File: config.mk
export PLATFORM = sky130hd
export DESIGN_NAME = pipeline_consumer_lane
export DESIGN_NICKNAME = d
export VERILOG_FILES = /design/src/rtl/pipeline_consumer_checker.sv
export SDC_FILE = /design/constraint.sdc
export NUM_CORES = 1
export LEC_CHECK = 0
export CORE_UTILIZATION = 54
export DETAILED_ROUTE_END_ITERATION = 6
export GPL_ROUTABILITY_DRIVEN = 0
export PLACE_DENSITY = 0.93
export SYNTH_ARGS = -nofsm -noshare
export SYNTH_HDL_FRONTEND = slang
export SYNTH_SLANG_ARGS = --single-unit
File: constraint.sdc
create_clock -name clk -period 2.7 [get_ports clk]
set_input_delay 0.54 -clock clk [delete_from_list [all_inputs] [get_ports clk]]
set_output_delay 0.54 -clock clk [all_outputs]
set_load 0.01 [all_outputs]
File: src/rtl/pipeline_consumer_checker.sv
// Sink-side checker for the dual-lane global-stall harness: verifies each lane's
// stride-2 sequence, counts traffic and errors, and drives the registered global stall.

// Beat semantics: a lane beat is taken only in a cycle where the registered
// global_stall is low. valid marks a checkable data word and flush marks a slot
// that consumes a sequence value. Both high is a protocol error handled as a flush.
// While global_stall is high, upstream holds its outputs frozen, so beats are ignored.

module pipeline_consumer_lane #(
    parameter bit PARITY = 1'b0
) (
    input  logic        clk,
    input  logic        reset,
    input  logic        accept_i,
    input  logic        valid_i,
    input  logic        flush_i,
    input  logic [31:0] data_i,
    output logic        locked_o,
    output logic        err_o,
    output logic [31:0] rx_count_o,
    output logic [15:0] flush_count_o,
    output logic [15:0] err_count_o,
    output logic        state_o
);

    typedef enum logic {
        UNLOCKED = 1'b0,
        LOCKED   = 1'b1
    } lane_state_t;

    lane_state_t state_q, state_d;
    logic [31:0] exp_q, exp_d;
    logic [31:0] rx_q, rx_d;
    logic [15:0] fl_q, fl_d;
    logic [15:0] ecnt_q, ecnt_d;
    logic        err_q, err_d;

    always_ff @(posedge clk) begin
        if (reset) begin
            state_q <= UNLOCKED;
            exp_q   <= '0;
            rx_q    <= '0;
            fl_q    <= '0;
            ecnt_q  <= '0;
            err_q   <= 1'b0;
        end else begin
            state_q <= state_d;
            exp_q   <= exp_d;
            rx_q    <= rx_d;
            fl_q    <= fl_d;
            ecnt_q  <= ecnt_d;
            err_q   <= err_d;
        end
    end

    always_comb begin
        state_d = state_q;
        exp_d   = exp_q;
        rx_d    = rx_q;
        fl_d    = fl_q;
        ecnt_d  = ecnt_q;
        err_d   = 1'b0;

        if (accept_i) begin
            if (flush_i) begin
                // A flushed slot still consumes one sequence value once locked.
                fl_d  = fl_q + 16'd1;
                err_d = valid_i;
                if (state_q == LOCKED) begin
                    exp_d = exp_q + 32'd2;
                end
            end else if (valid_i) begin
                rx_d = rx_q + 32'd1;
                if (state_q == UNLOCKED) begin
                    if (data_i[0] == PARITY) begin
                        exp_d   = data_i + 32'd2;
                        state_d = LOCKED;
                    end else begin
                        err_d = 1'b1;
                    end
                end else if (data_i == exp_q) begin
                    exp_d = exp_q + 32'd2;
                end else begin
                    // Resync on the observed value so one glitch gives one error.
                    err_d = 1'b1;
                    exp_d = data_i + 32'd2;
                end
            end
        end

        if (err_d && (ecnt_q != 16'hFFFF)) begin
            ecnt_d = ecnt_q + 16'd1;
        end
    end

    assign locked_o      = (state_q == LOCKED);
    assign err_o         = err_q;
    assign rx_count_o    = rx_q;
    assign flush_count_o = fl_q;
    assign err_count_o   = ecnt_q;
    assign state_o       = state_q;

endmodule

==> impl_metrics.ini <==
[setup_path]
required_ns = 2.95
path_cells = clkdlybuf4s50_1 > xnor2_1 > nand4_1 > nor4_4 > buf_4 > a31oi_2 > o21ai_4 > buf_12 > mux2i_1 > nor2_1
crit_start = data_i[0]
cp_slowest_stage_delay_ns = 0.44
cp-endpoint = err_count_o[1]$_SDFFE_PP0P_
r2r-start = exp_q[12]$_SDFFE_PP0P_
crit_path_top_delay_cell = clkdlybuf4s50_1
worstReg2RegEnd = exp_q[26]$_SDFFE_PP0P_
r2r_cells = 7
critPathKind = in2reg
crit_path_end_kind = flip-flop
worst-r2r-setup-slack_ns = 0.35
worstSetupStartpointType = input port
critPathMaxFanout = 24
crit_arrival_ns = 2.78

[synthesis]
synth_compound_area_frac = 0.155
syn-cell-area_sq_mm = 0.00589
synth_top_family_by_area = simple AND/OR/NAND/NOR gates
post-synth-top-area-cell = dfxtp_1
synthTopCellsByCount = dfxtp_1 (98), nor2_1 (83), xnor2_1 (66)
yosysWarningCount = 0
synth_cell_types = 69
async_flop_share = 0
synth_edf_count = 0
ys_ff_latch = 98
ys_top_cells_by_area = dfxtp_1 (33%), xnor2_1 (9.8%), xor2_1 (5.5%)
synthMuxAreaShare = 0.0110
avgSynthCellArea_sq_um = 8.14
post-synth-top-count-cell = dfxtp_1
synth-simple-area-share = 0.300
seq_area_frac_synth = 0.333
synth-xor-area-share = 0.153
synth_fa_ha_area_frac = 0.0106
synth_top_area_share = 0.333
ys_dominant_reg_cell = dfxtp_1
synthesis.nets = 766
syn_inst = 724

[floorplan]
io_pins = 104
core_sq_mm = 0.0105
dieHeight_um = 106
dieArea_sq_mm = 0.0113
die_w_um = 106
rows = 37
start_util = 0.563

[outcome]
outcome = complete, but fails checks
violations = DRC

[sta]
fmaxAchievable_mhz = 395
max_slew_margin = 0.674
clock-skew-final_ns = 0.0135
rsz0062_at_grt = no
min_period_ns = 2.53
setup_viol = 0
finalCritPeriodShare = 0.939
setup_tns_ns = 0
tightest_slew_ns = 0.489
hold_viol_final = 0
whs_ns = 0.476
setup_ws_ns = 0.165
drv_slew = 0

[place]
hpwl_um = 12000
dp_slack_ns = -0.197
numPortBuffers = 103
numPlacedInstances = 996
placed_area_sq_mm = 0.00747

[final_layout]
drive_above_1_share = 0.128
insertedDiodeCount = 0
finalCoreUtilization = 0.732
instances_no_fill = 1012
design_area_sq_mm = 0.00765
nNetsFinal = 913
syn2layout_area_growth_pct = 29.9

[pwr]
seqPwrFrac = 0.536
p_comb_frac = 0.139
p_sw_frac = 0.281
p_sw_mw = 0.786
p_int_mw = 2.01
fin_total_pwr_mw = 2.80
p_leak_nw = 2.68
peakVddDrop_uv = 256
pwr-share-clk = 0.324
power_density_mw_per_mm2 = 365

[detailed_routing]
drc = 4
drt_iter0_markers = 356
postRouteAntennaNets = 0
wl_per_cell_um = 15.6
drt-vias-per-instance = 5.87
vias = 5936
firstDrtPassIters = 7
wl_um = 15800

[global_routing]
antenna_found_initial = 0
grt_pass1_wl_um = 26400
track_usage = 0.287
overflow = 0
grt_max_degree = 61
grt_pass1_vias = 5618

[clock_network]
cts_setup_buffers = 0
clkSinkCount = 98
cts_max_path_buffers = 2
numCtsBuffers = 9
cts_tree = built
path_clk_slew_ns = 0.10
cts_hold_buf = 0
clkLatencyLatePin_ns = 0.36
cts_root_buffer = clkbuf_8
h-tree-depth = 3

[hold_path]
hold_path.class = reg2reg

[flow_run]
maxCapViolCount = 0
==> placed cells by master (no fill, tap or decap), types with 3 or more instances in the layout <==
cell,instances
a211oi_1,6
a21oi_1,49
a221oi_1,4
a31oi_1,5
and2_0,6
and2_1,3
and3_1,21
and4_1,4
buf_12,3
buf_4,66
clkbuf_8,9
clkdlybuf4s50_1,102
clkinvlp_4,3
dfxtp_1,98
ha_1,5
inv_1,11
mux2i_1,5
nand2_1,64
nand2b_1,3
nand3_1,45
nand4_1,26
nor2_1,83
nor2b_1,3
nor3_1,15
nor3b_1,3
nor4_4,5
o211ai_1,5
o21ai_0,33
o21ai_1,7
o21bai_1,3
o31ai_1,7
or3_1,18
or4_1,7
xnor2_1,66
xor2_1,37
==> critical path: cells and delay by family <==
kind	cells	cell delay, ns
buffers and inverters	3	0.79
AND/OR/NAND/NOR	3	0.65
AO/OA/AOI/OAI	2	0.31
XOR/XNOR	1	0.29
multiplexers	1	0.20
==> cell families after synthesis <==
family | Yosys count
AND/OR/NAND/NOR | 322
AO/OA/AOI/OAI | 142
XOR/XNOR | 103
flip-flops | 98
buffers and inverters | 48
multiplexers | 6
adder cells (fa/ha/maj) | 5
==> cell type report <==
class,count,area (sq um)
clock buffers,9,124
flip-flops and latches,98,1960
multi-input cells,578,3710
clock inverters,7,60.1
inverters,12,45.0
repair buffers,172,1580
fillers,813,2810
well taps,136,170
==> power groups by stage <==
stage	combinational [mW]	sequential [mW]	clock, mW
floorplan	0.195	1.52	0
global placement	0.376	1.53	0
detailed placement	0.383	1.53	0
CTS	0.386	1.50	0.924
global route	0.418	1.50	0.972
finish	0.389	1.50	0.907
==> routing by layer <==
metal  GRT usage  part of all wire  vias up
met5           0                 0        -
li1            -                 -     2880
met2       0.481              0.48      254
met4       0.108             0.023        0
met3      0.0472             0.070       36
met1       0.370              0.42     2766
==> repair_timing <==
item	4_1_cts	5_1_grt
endpoints found under the setup margin	0	1
resized for setup	0	1
hold endpoints to repair	0	0
==> how the worst min path moves through the flow <==
stage	start	end	slack (ns)	cells after the start
after floorplan	exp_q[0]$_SDFFE_PP0P_	exp_q[0]$_SDFFE_PP0P_	0.45	2
after global placement	exp_q[0]$_SDFFE_PP0P_	exp_q[0]$_SDFFE_PP0P_	0.45	2
after detailed placement	exp_q[0]$_SDFFE_PP0P_	exp_q[0]$_SDFFE_PP0P_	0.47	2
after CTS	exp_q[0]$_SDFFE_PP0P_	exp_q[0]$_SDFFE_PP0P_	0.48	2
after global routing	exp_q[0]$_SDFFE_PP0P_	exp_q[0]$_SDFFE_PP0P_	0.50	2
final	exp_q[0]$_SDFFE_PP0P_	exp_q[0]$_SDFFE_PP0P_	0.48	2
==> sequential cells by signal, indices dropped and copies added (netlist names) <==
signal         flops
err_count_o       16
err_o              1
exp_q             32
flush_count_o     16
locked_o           1
rx_count_o        32
No activity file was read; power rests on OpenSTA's default activity.
